File: src/rtl/gnn_sched_pkg.sv
// Shared types and constants for the two-layer GNN node scheduler.
// Node/job counts, result width, FSM state encoding and the neighbour-mask table.
package gnn_sched_pkg;

    localparam int unsigned NUM_NODES = 4;
    localparam int unsigned NUM_JOBS  = 8;
    localparam int unsigned NODE_W    = $clog2(NUM_NODES);
    localparam int unsigned JOB_W     = $clog2(NUM_JOBS);
    localparam int unsigned RES_W     = 21;

    typedef enum logic [1:0] {
        IDLE  = 2'd0,
        ISSUE = 2'd1,
        WAIT  = 2'd2
    } state_e;

    // Bit n set means node n contributes to the aggregation for that row's node.
    localparam logic [NUM_NODES-1:0] NBR_MASK [NUM_NODES] = '{
        4'b0111, 4'b1011, 4'b1101, 4'b1110
    };

endpackage

File: src/rtl/gnn_node_scheduler_if.sv
// Job handshake between the scheduler (master) and the shared DNN engine (slave).
interface gnn_node_scheduler_if;
    import gnn_sched_pkg::*;

    logic                    eng_valid;
    logic                    eng_ready;
    logic                    eng_layer;
    logic [NODE_W-1:0]       eng_node;
    logic [NUM_NODES-1:0]    agg_mask;
    logic                    eng_done;
    logic signed [RES_W-1:0] eng_result;

    modport master (
        output eng_valid, eng_layer, eng_node, agg_mask,
        input  eng_ready, eng_done, eng_result
    );

    modport slave (
        input  eng_valid, eng_layer, eng_node, agg_mask,
        output eng_ready, eng_done, eng_result
    );

endinterface

File: src/rtl/gnn_sched_watchdog.sv
// Per-job watchdog: counts enabled cycles and flags the last allowed one.
module gnn_sched_watchdog #(
    parameter int unsigned TIMEOUT = 16
) (
    input  logic clk,
    input  logic rst,
    input  logic clear,
    input  logic enable,
    output logic expired
);

    localparam int unsigned CW = $clog2(TIMEOUT + 1);

    logic [CW-1:0] count_q, count_d;

    // Asserted during the TIMEOUT-th enabled cycle so a same-cycle done can still win.
    assign expired = enable && (count_q == CW'(TIMEOUT - 1));

    always_comb begin
        count_d = count_q;
        if (clear) begin
            count_d = '0;
        end else if (enable && !expired) begin
            count_d = count_q + CW'(1);
        end
    end

    always_ff @(posedge clk) begin
        if (rst) begin
            count_q <= '0;
        end else begin
            count_q <= count_d;
        end
    end

endmodule

File: src/rtl/gnn_node_scheduler.sv
// Sequences layer-1 then layer-2 jobs for every graph node through one shared engine,
// buffering layer-1 results and publishing layer-2 results with a per-job watchdog.
module gnn_node_scheduler
    import gnn_sched_pkg::*;
#(
    parameter int unsigned TIMEOUT = 16
) (
    input  logic                    clk,
    input  logic                    rst,
    input  logic                    start,
    gnn_node_scheduler_if.master    eng,
    output logic [NUM_NODES-1:0]    node_clk_en,
    output logic                    y_wr_en,
    output logic [NODE_W-1:0]       y_wr_node,
    output logic                    res_valid,
    output logic [NODE_W-1:0]       res_node,
    output logic signed [RES_W-1:0] res_data,
    output logic [NUM_NODES-1:0]    out_ready,
    output logic                    busy,
    output logic                    done,
    output logic                    err
);

    state_e                  state_q, state_d;
    logic [JOB_W-1:0]        job_q, job_d;
    logic                    y_wr_en_q, y_wr_en_d;
    logic [NODE_W-1:0]       y_wr_node_q, y_wr_node_d;
    logic                    res_valid_q, res_valid_d;
    logic [NODE_W-1:0]       res_node_q, res_node_d;
    logic signed [RES_W-1:0] res_data_q, res_data_d;
    logic [NUM_NODES-1:0]    out_ready_q, out_ready_d;
    logic                    busy_q, busy_d;
    logic                    done_q, done_d;
    logic                    err_q, err_d;
    logic                    wd_expired;
    logic [NODE_W-1:0]       node;
    logic                    active;

    assign node   = job_q[NODE_W-1:0];
    assign active = (state_q != IDLE);

    gnn_sched_watchdog #(
        .TIMEOUT (TIMEOUT)
    ) u_watchdog (
        .clk     (clk),
        .rst     (rst),
        .clear   (state_q != WAIT),
        .enable  (state_q == WAIT),
        .expired (wd_expired)
    );

    assign eng.eng_valid = (state_q == ISSUE);
    assign eng.eng_layer = job_q[JOB_W-1];
    assign eng.eng_node  = node;
    assign eng.agg_mask  = active ? NBR_MASK[node] : '0;
    assign node_clk_en   = active ? ({{(NUM_NODES-1){1'b0}}, 1'b1} << node) : '0;

    always_comb begin
        state_d     = state_q;
        job_d       = job_q;
        y_wr_en_d   = 1'b0;
        y_wr_node_d = y_wr_node_q;
        res_valid_d = 1'b0;
        res_node_d  = res_node_q;
        res_data_d  = res_data_q;
        out_ready_d = out_ready_q;
        done_d      = 1'b0;
        err_d       = err_q;

        unique case (state_q)
            IDLE: begin
                if (start) begin
                    state_d     = ISSUE;
                    job_d       = '0;
                    out_ready_d = '0;
                    err_d       = 1'b0;
                end
            end
            ISSUE: begin
                if (eng.eng_ready) begin
                    state_d = WAIT;
                end
            end
            WAIT: begin
                if (eng.eng_done) begin
                    if (!job_q[JOB_W-1]) begin
                        y_wr_en_d   = 1'b1;
                        y_wr_node_d = node;
                    end else begin
                        res_valid_d       = 1'b1;
                        res_node_d        = node;
                        res_data_d        = eng.eng_result;
                        out_ready_d[node] = 1'b1;
                    end
                    if (job_q == JOB_W'(NUM_JOBS - 1)) begin
                        state_d = IDLE;
                        job_d   = '0;
                        done_d  = 1'b1;
                    end else begin
                        state_d = ISSUE;
                        job_d   = job_q + JOB_W'(1);
                    end
                end else if (wd_expired) begin
                    state_d = IDLE;
                    job_d   = '0;
                    err_d   = 1'b1;
                end
            end
            default: begin
                state_d = IDLE;
                job_d   = '0;
            end
        endcase

        busy_d = (state_d != IDLE);
    end

    always_ff @(posedge clk) begin
        if (rst) begin
            state_q     <= IDLE;
            job_q       <= '0;
            y_wr_en_q   <= 1'b0;
            y_wr_node_q <= '0;
            res_valid_q <= 1'b0;
            res_node_q  <= '0;
            res_data_q  <= '0;
            out_ready_q <= '0;
            busy_q      <= 1'b0;
            done_q      <= 1'b0;
            err_q       <= 1'b0;
        end else begin
            state_q     <= state_d;
            job_q       <= job_d;
            y_wr_en_q   <= y_wr_en_d;
            y_wr_node_q <= y_wr_node_d;
            res_valid_q <= res_valid_d;
            res_node_q  <= res_node_d;
            res_data_q  <= res_data_d;
            out_ready_q <= out_ready_d;
            busy_q      <= busy_d;
            done_q      <= done_d;
            err_q       <= err_d;
        end
    end

    assign y_wr_en   = y_wr_en_q;
    assign y_wr_node = y_wr_node_q;
    assign res_valid = res_valid_q;
    assign res_node  = res_node_q;
    assign res_data  = res_data_q;
    assign out_ready = out_ready_q;
    assign busy      = busy_q;
    assign done      = done_q;
    assign err       = err_q;

endmodule

File: src/flat_wrapper.sv
// flat-port wrapper written by rule: the top's interface ports become plain ports
module gnn_node_scheduler_flat import gnn_sched_pkg::*;
#(
    parameter int unsigned TIMEOUT = 16
)
  (clk, rst, start, node_clk_en, y_wr_en, y_wr_node, res_valid, res_node, res_data, out_ready, busy, done, err, eng_eng_valid, eng_eng_layer, eng_eng_node, eng_agg_mask, eng_eng_ready, eng_eng_done, eng_eng_result);
  gnn_node_scheduler_if eng_i ();
  input  logic clk;
  input  logic rst;
  input  logic start;
  output logic [NUM_NODES-1:0] node_clk_en;
  output logic y_wr_en;
  output logic [NODE_W-1:0] y_wr_node;
  output logic res_valid;
  output logic [NODE_W-1:0] res_node;
  output logic signed [RES_W-1:0] res_data;
  output logic [NUM_NODES-1:0] out_ready;
  output logic busy;
  output logic done;
  output logic err;
  output wire logic [$bits(eng_i.eng_valid)-1:0] eng_eng_valid;
  output wire logic [$bits(eng_i.eng_layer)-1:0] eng_eng_layer;
  output wire logic [$bits(eng_i.eng_node)-1:0] eng_eng_node;
  output wire logic [$bits(eng_i.agg_mask)-1:0] eng_agg_mask;
  input wire logic [$bits(eng_i.eng_ready)-1:0] eng_eng_ready;
  input wire logic [$bits(eng_i.eng_done)-1:0] eng_eng_done;
  input wire logic [$bits(eng_i.eng_result)-1:0] eng_eng_result;
  assign eng_eng_valid = eng_i.eng_valid;
  assign eng_eng_layer = eng_i.eng_layer;
  assign eng_eng_node = eng_i.eng_node;
  assign eng_agg_mask = eng_i.agg_mask;
  assign eng_i.eng_ready = eng_eng_ready;
  assign eng_i.eng_done = eng_eng_done;
  assign eng_i.eng_result = eng_eng_result;
  gnn_node_scheduler #(.TIMEOUT(TIMEOUT)) u_core (.clk(clk), .rst(rst), .start(start), .eng(eng_i), .node_clk_en(node_clk_en), .y_wr_en(y_wr_en), .y_wr_node(y_wr_node), .res_valid(res_valid), .res_node(res_node), .res_data(res_data), .out_ready(out_ready), .busy(busy), .done(done), .err(err));
endmodule
File: config.mk
export PLATFORM = sky130hd
export DESIGN_NAME = gnn_node_scheduler_flat
export DESIGN_NICKNAME = d
export VERILOG_FILES = /design/src/rtl/gnn_sched_pkg.sv /design/src/rtl/gnn_node_scheduler_if.sv /design/src/rtl/gnn_sched_watchdog.sv /design/src/rtl/gnn_node_scheduler.sv /design/src/flat_wrapper.sv
export SDC_FILE = /design/constraint.sdc
export NUM_CORES = 1
export LEC_CHECK = 0
export BUFFER_PORTS_ARGS = -buffer_cell sky130_fd_sc_hd__buf_2
export CAP_MARGIN = 20
export CORE_AREA = 3 3 84 86
export CTS_CLUSTER_DIAMETER = 50
export DETAILED_ROUTE_END_ITERATION = 10
export DIE_AREA = 0 0 87 89
export GPL_ROUTABILITY_DRIVEN = 0
export PLACE_DENSITY = 0.6
export SETUP_SLACK_MARGIN = 0.4
export SLEW_MARGIN = 10
export SYNTH_ARGS = -nofsm -noshare
export SYNTH_HDL_FRONTEND = slang
export SYNTH_HIERARCHICAL = 1
export SYNTH_SLANG_ARGS = --single-unit
export TNS_END_PERCENT = 50
File: constraint.sdc
create_clock -name clk -period 1.9 [get_ports clk]
set_input_delay 0.38 -clock clk [delete_from_list [all_inputs] [get_ports clk]]
set_output_delay 0.38 -clock clk [all_outputs]
set_load 0.01 [all_outputs]
# Yosys cells after proc, flatten, opt, wreduce, memory -nomap -nowiden
# Index checks and enable logic that the tools add are counted.
[totals]
ff_bits = 44
inputBits = 26
output_inout_bits = 46
word_cells = 79
[classes]
n_addsub = 2
order_cmp = 3
n_eq_ne = 11
shift = 1
mux = 29
bitwise = 6
reduce_logical = 15
[op_table]
columns = ["cell", "count"]
rows = [
  ["4-bit 2-to-1 mux", 7],
  ["3-bit 2-to-1 mux", 4],
  ["3-bit one-hot mux with 3 select lines", 1],
  ["3-bit AND reduction", 3],
  ["4-bit binary-select mux with 2-bit select", 1],
  ["1-bit 2-to-1 mux", 8],
  ["2-bit 2-to-1 mux", 4],
  ["2-bit inequality test, second input constant", 4],
  ["4-bit one-hot mux with 2 select lines", 1],
  ["4-bit AND reduction", 2],
  ["2-bit one-hot mux with 3 select lines", 1],
  ["2-bit nonzero test", 3],
  ["5-bit by 1-bit adder with 5-bit output, second input constant", 1],
  ["5-bit by 4-bit equality test with 1-bit output, second input constant", 1],
  ["2-bit by 1-bit inequality test with 1-bit output, second input constant", 2],
  ["1-bit inverter", 4],
  ["4-bit bitwise OR", 1],
  ["1-bit by 2-bit << shifter with 4-bit output, first input constant", 1],
  ["3-bit by 1-bit adder with 3-bit output, second input constant", 1],
  ["3-bit equality test, second input constant", 1],
  ["3-bit >= comparator, second input constant", 1],
  ["1-bit logical AND", 3],
  ["2-bit by 3-bit < comparator with 1-bit output, second input constant", 1],
  ["3-bit by 2-bit inequality test with 1-bit output, second input constant", 1],
  ["other kinds (10)", 10],
]

# Logic depth before layout (Yosys ltp)
# Gate-level depths: netlist of run 1.
[logic_depth]
ltp_word = 8
depth_mapped = 7
mapped_depth_nobuf = 7

# Hierarchy
# Netlist of run 1, hierarchy kept.
[by_module_without_submodules]
columns = ["mod", "n_inst", "cells_per_inst", "area_per_inst_um2"]
rows = [
  ["gnn_node_scheduler", 1, 180, 1642.8],
  ["gnn_sched_watchdog", 1, 27, 249.0],
]

# Worst setup path before layout of run 1
# No wires, ideal clock.
[synth_timing]
path_type = "register to register"
from = "reg u_core.u_watchdog.count_q[0]"
to = "reg u_core.busy_q, in the netlist u_core/busy"
setup_ps = 79
t_arrival_ps = 1798
required_ps = 1821
slack_ps = 23
stages_incl_launch_ff = 8
n_path_buf = 0
path_cell_list = "dfxtp_1 -> ha_1 -> and3_1 -> ha_1 -> and2_2 -> or4b_4 -> a21o_1 -> o211ai_1"
[synth_via]
elab_chain_cells = 6
[synth_lines]
columns = ["item", "line", "rtl"]
rows = [
  ["from (decl)", "gnn_sched_watchdog.sv:14", "logic [CW-1:0] count_q, count_d;"],
  ["from (signal assigned)", "gnn_sched_watchdog.sv:32", "count_q <= count_d;"],
  ["5-bit by 4-bit equality test with 1-bit output", "gnn_sched_watchdog.sv:17", "assign expired = enable && (count_q == CW'(TIMEOUT - 1));"],
  ["1-bit logical AND", "gnn_sched_watchdog.sv:17", ""],
  ["named net u_core.wd_expired", "gnn_node_scheduler.sv:35", "logic wd_expired;"],
  ["2-bit 2-to-1 mux", "gnn_node_scheduler.sv:103", "end else if (wd_expired) begin"],
  ["2-bit 2-to-1 mux", "gnn_node_scheduler.sv:85", "if (eng.eng_done) begin"],
  ["2-bit one-hot mux with 3 select lines", "gnn_node_scheduler.sv:70", "unique case (state_q)"],
  ["2-bit nonzero test", "gnn_node_scheduler.sv:115", "busy_d = (state_d != IDLE);"],
  ["to (signal assigned)", "gnn_node_scheduler.sv:140", "busy_q <= busy_d;"],
  ["to (decl)", "gnn_node_scheduler.sv:32", "logic busy_q, busy_d;"],
]
# The timed path passes the listed nets, and every way through them passes these cells.
# A chain may end at the register's enable or synchronous reset.

# Worst setup path in the final report of run 1
[layout_timing]
from = "reg u_core.u_watchdog.count_q[1]"
to = "reg u_core.busy_q, in the netlist u_core/busy"
# Same word-level chain as after synthesis.

==> results of run 1 <==
-- through the flow --
stage	hold WS, ns	cell area (sq um)	setup slack [ns]	utilization, %	std cells
floorplan	0.4456	1916	0.1464	-	207
CTS	0.3115	2519	0.1063	39.67	364
global route	0.3063	2519	0.04500	39.67	364
finish	0.3215	2519	0.1106	39.67	364
global placement	0.4409	2350	0.1165	37.00	353
detailed placement	0.4461	2350	0.09285	37.00	353
-- cell families after synthesis --
family / count (synthesis) / synth area share (%)
muxes: 2 / 1.058
xor gates and xnor gates: 2 / 0.9261
and+or+nand+nor: 91 / 23.41
DFF: 44 / 46.56
AOI/OAI and AO/OA: 41 / 15.94
adders and majority gates: 10 / 6.614
buffers and inverters: 17 / 5.489
-- final timing paths --
check / end / slack [ns] / cells past startpoint
hold reg to reg: u_core/res_data[0] / 0.45 / 2
setup / recovery: u_core/busy / 0.11 / 7
hold / removal: u_core/res_data[5] / 0.32 / 3
setup reg to reg: u_core/busy / 0.11 / 7
-- sequential cells by signal, indices dropped and copies added (netlist names) --
| name | flops |
|---|---|
| u_core/res_data | 21 |
| u_core/u_watchdog/count_q | 5 |
| u_core/out_ready | 4 |
| u_core/job_q | 3 |
| u_core/res_node | 2 |
| u_core/state_q | 2 |
| u_core/y_wr_node | 2 |
| u_core/busy | 1 |
| u_core/done | 1 |
| u_core/err | 1 |
| u_core/res_valid | 1 |
| u_core/y_wr_en | 1 |
-- synthesized netlist by cell type --
cell type	instances	area share (%)
xnor2_1	1	0.46
nand2b_4	1	0.73
a31oi_1	1	0.33
a211oi_1	1	0.40
nand2_1	48	9.5
a32o_1	2	1.1
a21oi_2	18	8.3
nor2b_1	7	2.3
a31o_2	1	0.46
nand3_1	2	0.53
o21ai_0	2	0.53
nand3b_1	2	0.79
ha_1	10	6.6
a21oi_1	11	2.9
and2b_2	1	0.46
o21ai_1	1	0.26
mux2i_1	2	1.1
nand2b_1	1	0.33
nand4b_1	1	0.46
xor2_1	1	0.46
inv_1	6	1.2
buf_4	1	0.40
or2_2	1	0.33
and4bb_2	2	1.3
or3_1	1	0.33
and3_1	1	0.33
and2_1	1	0.33
dfxtp_1	44	47
nor3b_1	1	0.40
o211ai_1	1	0.40
a21o_1	2	0.79
and4b_1	1	0.53
buf_6	4	2.4
or4b_4	1	0.73
nor2_1	18	3.6
buf_2	5	1.3
and2_2	1	0.40
o21ai_2	1	0.46
inv_2	1	0.20
-- routing by layer --
layer  GRT usage [%]  wire, um  vias to the layer above
met5               0         0                        -
met4           3.399        54                        0
met3           3.779       310                        6
met2           18.77      1971                       46
met1           15.25      2034                      716
li1                -         -                      839
-- placed cells by master, fill, tap and decap left out, types with 2 or more instances in the layout --
cell      count
mux2i_1       2
a21oi_1      11
nand2_1      48
and4bb_2      2
nand3_1       2
inv_1         6
ha_4          2
nor2b_1       7
nand3b_1      2
a21oi_2      18
buf_4        11
clkbuf_8      7
dfxtp_1      40
buf_2        71
a21o_1        2
ha_1          8
o21ai_0       2
dfxtp_2       4
a32o_1        2
nor2_1       18
-- layout make-up --
cell class,count,area [sq um]
Sequential cell,44,885.9
Fill cell,653,3831
Inverter,7,26.28
Timing Repair Buffer,82,437.9
Clock inverter,1,30.03
Multi-Input combinational cell,146,945.9
Clock buffer,7,96.34
Tap cell,77,96.34
-- worst max-delay path: stages (launching register included) --
cell and delay [ns]:
dfxtp_2 0.34, ha_4 0.15, and3_4 0.18, ha_4 0.15
and2_4 0.13, or4b_4 0.50, a21o_1 0.19, o211ai_1 0.07
-- power groups by stage --
stage | clock network, W | logic [W] | registers (W)
finish | 0.000776 | 0.000136 | 0.000931
global placement | 0 | 0.000135 | 0.000952
global route | 0.000851 | 0.000150 | 0.000932
floorplan | 0 | 0.0000706 | 0.000954
CTS | 0.000807 | 0.000138 | 0.000931
detailed placement | 0 | 0.000135 | 0.000953
-- timing repair --
item	4_1_cts	5_1_grt
gates cloned	0	0
setup buffers	3	0
hold endpoints to repair	0	0
gates resized for setup	4	0
endpoints found under the setup margin	14	17
pin swaps	3	1
==> flow_metrics.py, run 1 <==
metrics = {
    "placement": {
        "hpwl_mm": 3.123,
        "portBuffers": 71,
    },
    "synthesis": {
        "syn_nets": 243,
        "seq_area_frac_synth_pct": 46.56,
        "syn-cell-area_sq_um": 1892,
        "ys_types": 39,
        "syn_avg_cell_area_sq_um": 9.139,
        "syn_inst": 207,
        "yosys_warnings": 6,
        "ys_ff_latch": 44,
    },
    "sta": {
        "hold_violations": 0,
        "fmax_mhz": 558.8,
        "finalCriticalPeriod_ns": 1.789,
        "setup_tns_ns": 0,
        "finalSetupViolCount": 0,
        "fin_worst_skew_ns": 0.003808,
        "rsz0062_at_grt": "true",
        "finalCritPeriodShare_pct": 94.18,
        "final_max_slew_viol_count": 0,
        "tightest_slew_ns": 0.2826,
        "slew_headroom_pct": 81.16,
    },
    "pwr": {
        "p_sw_w": 0.0003903,
        "irDropWorstVdd_mv": 0.3225,
        "seq_power_share_pct": 50.5,
        "p_clk_share_pct": 42.1,
        "cellPowerDensity_nw_per_um2": 731.7,
        "p_leak_nw": 1.104,
        "power_w": 0.001843,
        "comb_power_share_pct": 7.4,
        "p_int_w": 0.001453,
        "switching_share_pct": 21.18,
    },
    "detailed_routing": {
        "avgViaCountPerCell": 4.415,
        "wirelength_mm": 4.370,
        "vias": 1607,
        "drt-initial-drc-count": 59,
        "wl_per_cell_um": 12.01,
        "ant_nets": 0,
        "drt_drc_violations_left": 0,
        "first_pass_iters": 4,
    },
    "critical_path": {
        "regToRegStartpoint": "u_core/u_watchdog/count_q[1]",
        "crit_start": "u_core/u_watchdog/count_q[1]",
        "startpoint_type": "flop",
        "critPathKind": "flop to flop",
        "path_max_fanout": 2,
        "required_ns": 2.12,
        "cp.arrival_ns": 2.01,
        "endpoint_kind": "flop",
    },
    "clock_tree": {
        "cts_tree": "built",
        "cts.sinks": 44,
        "clkLatencyLatePin_ns": 0.29,
        "cts_made_buffers": 5,
        "clk_transition_reported_paths_ns": 0.08,
        "postCtsHoldBufs": 0,
        "htreeDepth": 2,
        "clock-root-buffer": "clkbuf_8",
        "clockBufferDepth": 2,
    },
    "run_status": {
        "status": "finished, final reports clean",
    },
    "global_route": {
        "grt_pass1_vias": 1520,
        "gr-total-overflow": 0,
        "grt_pass1_wl_mm": 7.224,
        "track_usage_pct": 11.76,
        "antenna_found_initial": 0,
        "grt_max_degree": 28,
    },
    "job": {
        "cap_violations": 0,
    },
    "die": {
        "die_x_um": 87,
        "row_count": 29,
        "pin_count": 72,
        "start_util_pct": 29.79,
        "core_area_sq_um": 6350,
        "die_h_um": 89,
        "die-area_sq_um": 7743,
    },
    "layout": {
        "area_growth_pct": 33.14,
        "num-nets-final": 322,
        "drive_gt1_share_pct": 43.55,
        "diodes": 0,
    },
    "worst_hold_path": {
        "min_from": "eng_eng_result[5]",
        "min-delay-path-class": "primary input to flop",
    },
}
(Power assumes the default switching activity.)
==> run 2, diff against run 1 <==
--- a/config.mk
+++ b/config.mk
@@ -13,7 +13,7 @@
 export DIE_AREA = 0 0 87 89
 export GPL_ROUTABILITY_DRIVEN = 0
 export PLACE_DENSITY = 0.6
-export SETUP_SLACK_MARGIN = 0.4
+export SETUP_SLACK_MARGIN = 0.1
 export SLEW_MARGIN = 10
 export SYNTH_ARGS = -nofsm -noshare
 export SYNTH_HDL_FRONTEND = slang
==> flow_metrics.py, run 2 (synthesis results as in run 1) <==
metrics = {
    "run_status": {
        "status": "finished, final reports clean",
    },
    "sta": {
        "finalSetupViolCount": 0,
        "fmax_mhz": 557.1,
        "setup_tns_ns": 0,
        "finalCritPeriodShare_pct": 94.48,
        "final_max_slew_viol_count": 0,
        "slew_headroom_pct": 74.04,
        "hold_violations": 0,
        "fin_worst_skew_ns": 0.006449,
        "tightest_slew_ns": 0.3894,
        "rsz0062_at_grt": "true",
        "finalCriticalPeriod_ns": 1.795,
    },
    "detailed_routing": {
        "vias": 1608,
        "first_pass_iters": 4,
        "avgViaCountPerCell": 4.418,
        "wirelength_mm": 4.560,
        "drt_drc_violations_left": 0,
        "ant_nets": 0,
        "drt-initial-drc-count": 54,
        "wl_per_cell_um": 12.53,
    },
    "layout": {
        "most-common-layout-cells": "71 x buf_2, 48 x nand2_1, 40 x dfxtp_1",
        "final_common_cell": "buf_2",
        "diodes": 0,
        "largest_reg_flops": 21,
        "area_growth_pct": 30.95,
        "num-nets-final": 322,
        "filler_cell_count": 696,
        "postLayoutCellArea_sq_um": 2477,
        "drive_gt1_share_pct": 43.55,
    },
    "critical_path": {
        "path_max_fanout": 3,
        "reg2reg_depth": 7,
        "crit_start": "u_core/u_watchdog/count_q[1]",
        "crit_end": "u_core/busy",
        "r2r_setup_slack_ns": 0.10,
        "regToRegStartpoint": "u_core/u_watchdog/count_q[1]",
        "endpoint_kind": "flop",
        "startpoint_type": "flop",
        "cp.arrival_ns": 2.01,
        "required_ns": 2.11,
        "critPathKind": "flop to flop",
        "reg2reg_to": "u_core/busy",
    },
    "placement": {
        "hpwl_mm": 3.319,
        "place_area_sq_um": 2347,
        "portBuffers": 71,
    },
    "pwr": {
        "p_clk_share_pct": 35.9,
        "cellPowerDensity_nw_per_um2": 670.1,
        "switching_share_pct": 23.10,
        "irDropWorstVdd_mv": 0.4127,
        "p_sw_w": 0.0003834,
        "p_leak_nw": 1.090,
        "seq_power_share_pct": 56.0,
        "p_int_w": 0.001277,
        "comb_power_share_pct": 8.1,
    },
    "clock_tree": {
        "clkLatencyLatePin_ns": 0.29,
        "cts_tree": "built",
        "clock-root-buffer": "clkbuf_8",
        "clk_transition_reported_paths_ns": 0.08,
        "cts.sinks": 44,
        "postCtsHoldBufs": 0,
        "clockBufferDepth": 2,
        "htreeDepth": 2,
        "cts_made_buffers": 5,
    },
    "global_route": {
        "grt_pass1_vias": 1517,
        "grt_max_degree": 28,
        "track_usage_pct": 11.35,
        "antenna_found_initial": 0,
        "grt_pass1_wl_mm": 7.003,
        "gr-total-overflow": 0,
    },
    "die": {
        "core_area_sq_um": 6350,
        "die_h_um": 89,
        "start_util_pct": 29.79,
        "pin_count": 72,
        "die_x_um": 87,
        "die-area_sq_um": 7743,
        "row_count": 29,
    },
    "job": {
        "cap_violations": 0,
    },
    "worst_hold_path": {
        "min-delay-path-class": "primary input to flop",
    },
}
[run 2: worst max-delay path: stages, from the launching register on]
cell and delay (ns):
dfxtp_2 0.34, ha_4 0.16, and3_4 0.18, ha_4 0.15, and2_4 0.13, or4b_4 0.48, a21o_1 0.20, o211ai_1 0.08
[run 2: repair_timing]
action,in CTS,in global routing
setup endpoints to repair,5,10
resized for setup,1,4
pin swaps,3,2
setup buffers,3,0
[run 2: power by group through the flow]
stage	combinational, W	sequential (W)	clock, W
final	0.000135	0.000930	0.000595
after global routing	0.000148	0.000932	0.000661
after CTS	0.000137	0.000930	0.000626
after detailed placement	0.000135	0.000952	0
after global placement	0.000136	0.000952	0
after floorplan	0.0000705	0.000954	0
[run 2: how the worst min path moves through the flow]
stage / slack (ns) / startpoint / to / depth (start not counted)
finish: 0.33 / eng_eng_result[13] / u_core/res_data[13] / 3
detailed placement: 0.45 / u_core/res_data[13] / u_core/res_data[13] / 2
CTS: 0.31 / eng_eng_result[6] / u_core/res_data[6] / 3
floorplan: 0.45 / u_core/u_watchdog/count_q[1] / u_core/u_watchdog/count_q[1] / 2
global placement: 0.44 / u_core/res_data[0] / u_core/res_data[0] / 2
global route: 0.32 / eng_eng_result[2] / u_core/res_data[2] / 3
[run 2: metrics by stage]
stage          total power (W)  hold WS (ns)  cells  setup WS [ns]  utilization [%]
2_1_floorplan         0.001025        0.4549    207         0.1009                -
3_3_place_gp          0.001088        0.4402    353        0.07017            36.97
3_5_place_dp          0.001088        0.4493    353        0.04104            36.97
4_1_cts               0.001694        0.3112    364        0.06619            38.80
5_1_grt               0.001740        0.3205    364        0.03725            39.01
6_report              0.001660        0.3251    364         0.1049            39.01
[run 2: layout make-up]
class / count / area [sq um] / area share [%]
clock inverters: 2 / 10.01 / 0.4040
well taps: 77 / 96.34 / 3.889
multi-input cells: 146 / 938.4 / 37.88
clock buffers: 6 / 82.58 / 3.333
inverters: 7 / 26.28 / 1.061
flip-flops and latches: 44 / 885.9 / 35.76
repair buffers: 82 / 437.9 / 17.68
[run 2: per-layer routing]
layer  vias up  wire, um  global-route usage, %  share of wire (%)
met4         0        33                  3.399               0.72
met3         2       230                  2.028                5.0
li1        837         -                      -                  -
met2        39      2197                  18.98                 48
met5         -         0                      0                  0
met1       730      2099                  14.96                 46
==> run 3, diff against run 2 <==
--- a/config.mk
+++ b/config.mk
@@ -7,16 +7,15 @@
 export LEC_CHECK = 0
 export BUFFER_PORTS_ARGS = -buffer_cell sky130_fd_sc_hd__buf_2
 export CAP_MARGIN = 20
-export CORE_AREA = 3 3 84 86
+export CORE_AREA = 3 3 82 84
 export CTS_CLUSTER_DIAMETER = 50
 export DETAILED_ROUTE_END_ITERATION = 10
-export DIE_AREA = 0 0 87 89
+export DIE_AREA = 0 0 85 87
 export GPL_ROUTABILITY_DRIVEN = 0
-export PLACE_DENSITY = 0.6
+export PLACE_DENSITY = 0.61
 export SETUP_SLACK_MARGIN = 0.1
 export SLEW_MARGIN = 10
 export SYNTH_ARGS = -nofsm -noshare
 export SYNTH_HDL_FRONTEND = slang
-export SYNTH_HIERARCHICAL = 1
 export SYNTH_SLANG_ARGS = --single-unit
 export TNS_END_PERCENT = 50
==> flow_metrics.py, run 3 <==
metrics = {
    "clock_tree": {
        "postCtsSetupBuffers": 0,
        "cts_made_buffers": 5,
        "clkLatencyLatePin_ns": 0.30,
        "clock-root-buffer": "clkbuf_8",
        "clockBufferDepth": 2,
        "cts.sinks": 44,
        "htreeDepth": 2,
        "cts_tree": "built",
        "clk_transition_reported_paths_ns": 0.09,
    },
    "synthesis": {
        "synthTopCellsByArea": "dfxtp_1 49%, nand2_1 10%, a21oi_1 8.9%, ha_1 6.9%, nor2_1 2.7%",
        "yosys_warnings": 0,
        "syn_nets": 243,
        "synth_edf_count": 0,
        "syn-cell-area_sq_um": 1804,
        "seq_area_frac_synth_pct": 48.82,
        "yosysTopAreaCellShare_pct": 48.82,
        "synth_largest_area_cell": "dfxtp_1",
        "async_flop_share_pct": 0,
        "ys_types": 36,
        "syn_avg_cell_area_sq_um": 8.716,
        "ys_ff_latch": 44,
        "synth_commonest_cells": "49 x nand2_1, 44 x dfxtp_1, 32 x a21oi_1",
        "yosysMostFrequentCell": "nand2_1",
        "syn_inst": 207,
        "ys.flop_type": "dfxtp_1",
    },
    "critical_path": {
        "startpoint_type": "flop",
        "endpoint_kind": "flop",
        "regToRegStartpoint": "u_core.u_watchdog.count_q[0]",
        "critPathKind": "flop to flop",
        "reg2reg_depth": 6,
        "reg2reg_to": "u_core.busy",
        "cp.arrival_ns": 1.96,
        "path_max_fanout": 4,
        "required_ns": 2.11,
        "r2r_setup_slack_ns": 0.15,
    },
    "sta": {
        "finalCriticalPeriod_ns": 1.753,
        "fin_worst_skew_ns": 0.007770,
        "hold_violations": 0,
        "rsz0062_at_grt": "true",
        "final_max_slew_viol_count": 0,
        "tightest_slew_ns": 0.4692,
        "fmax_mhz": 570.5,
        "slew_headroom_pct": 68.72,
        "finalSetupViolCount": 0,
        "holdWs_ns": 0.3085,
        "setup_tns_ns": 0,
        "finalCritPeriodShare_pct": 92.25,
    },
    "pwr": {
        "cellPowerDensity_nw_per_um2": 765.7,
        "p_clk_share_pct": 42.0,
        "irDropWorstVdd_mv": 0.3190,
        "p_sw_w": 0.0004022,
        "p_int_w": 0.001409,
        "seq_power_share_pct": 51.9,
        "p_leak_nw": 1.057,
        "switching_share_pct": 22.20,
        "comb_power_share_pct": 6.2,
    },
    "detailed_routing": {
        "avgViaCountPerCell": 4.552,
        "ant_nets": 0,
        "vias": 1616,
        "drt_drc_violations_left": 0,
        "first_pass_iters": 4,
        "drt-initial-drc-count": 41,
        "wl_per_cell_um": 12.15,
        "wirelength_mm": 4.312,
    },
    "placement": {
        "portBuffers": 71,
        "hpwl_mm": 3.087,
    },
    "die": {
        "pin_count": 72,
        "row_count": 28,
        "die-area_sq_um": 7395,
        "die_h_um": 87,
        "die_x_um": 85,
        "core_area_sq_um": 5991,
        "start_util_pct": 30.12,
    },
    "worst_hold_path": {
        "whs_path_depth": 3,
        "min_from": "eng_eng_result[1]",
        "min-delay-path-class": "primary input to flop",
        "min_to": "u_core.res_data[1]",
    },
    "layout": {
        "largest_reg_flops": 21,
        "num-nets-final": 315,
        "most-common-layout-cells": "71 x buf_2, 49 x nand2_1, 39 x dfxtp_1",
        "drive_gt1_share_pct": 33.57,
        "area_growth_pct": 31.14,
        "final_core_util_pct": 39.49,
        "final_common_cell": "buf_2",
        "diodes": 0,
    },
    "global_route": {
        "grt_pass1_vias": 1530,
        "antenna_found_initial": 0,
        "grt_max_degree": 26,
        "track_usage_pct": 11.83,
        "grt_pass1_wl_mm": 6.996,
        "gr-total-overflow": 0,
    },
    "run_status": {
        "status": "finished, final reports clean",
    },
    "job": {
        "cap_violations": 0,
    },
}
## run 3: per-layer routing
metal  vias up  wire (um)  GRT usage, %
li1        837          -             -
met1       724       1981         13.72
met3         6        288         3.595
met5         -          0             0
met4         0         77         5.180
met2        49       1965         20.13
## run 3: final cells by class
class                      count  area (sq um)
sequential                    44         889.6
tap                           75         93.84
clock inverter                 2         38.79
fill                         624          3625
multi-input combinational    146         842.1
timing repair buffer          77         400.4
clock buffer                   6         82.58
inverter                       5         18.77
## run 3: stage by stage
step / std cells / instance area [sq um] / power (W) / worst slack (ns)
finish: 355 / 2366 / 0.001812 / 0.1472
floorplan: 207 / 1810 / 0.001016 / 0.1022
CTS: 355 / 2362 / 0.001851 / 0.1148
global route: 355 / 2366 / 0.001894 / 0.07703
global placement: 347 / 2237 / 0.001073 / 0.1816
detailed placement: 347 / 2237 / 0.001074 / 0.1479
## run 3: power by group through the flow
stage	logic [W]	registers, W	clock network (W)
after floorplan	0.0000602	0.000955	0
after global placement	0.000112	0.000961	0
after detailed placement	0.000113	0.000962	0
after CTS	0.000114	0.000940	0.000797
after global routing	0.000125	0.000941	0.000828
final	0.000112	0.000940	0.000761
## run 3: worst max-delay path by stage
stage | to | cells after the start | from | slack [ns]
final | u_core.busy | 6 | u_core.u_watchdog.count_q[0] | 0.15
after global routing | u_core.busy | 6 | u_core.u_watchdog.count_q[0] | 0.08
after CTS | node_clk_en[0] | 4 | u_core.state_q[0] | 0.11
after detailed placement | u_core.busy | 6 | u_core.u_watchdog.count_q[0] | 0.15
after global placement | u_core.busy | 6 | u_core.u_watchdog.count_q[0] | 0.18
after floorplan | u_core.busy | 7 | u_core.u_watchdog.count_q[0] | 0.10
## run 3: timing repair
item	CTS	global route
pin swaps	0	1
hold buffers	0	0
gates cloned	0	0
gates resized for setup	3	2
endpoints found under the setup margin	5	9
## run 3: kinds of logic after synthesis
group	share of synthesized area, %
AND/OR/NAND/NOR	24.41
flip-flops	48.82
AO/OA/AOI/OAI	12.48
buffers and inverters	4.784
adder cells (fa/ha/maj)	6.935
XOR/XNOR	1.457
multiplexers	1.110
## run 3: worst max-delay path, stage by stage, from the launching register on
cell and delay, ns:
dfxtp_2 0.34, ha_2 0.18, and3_1 0.18, ha_2 0.20, or4b_1 0.51, a21o_1 0.19, o311ai_2 0.07
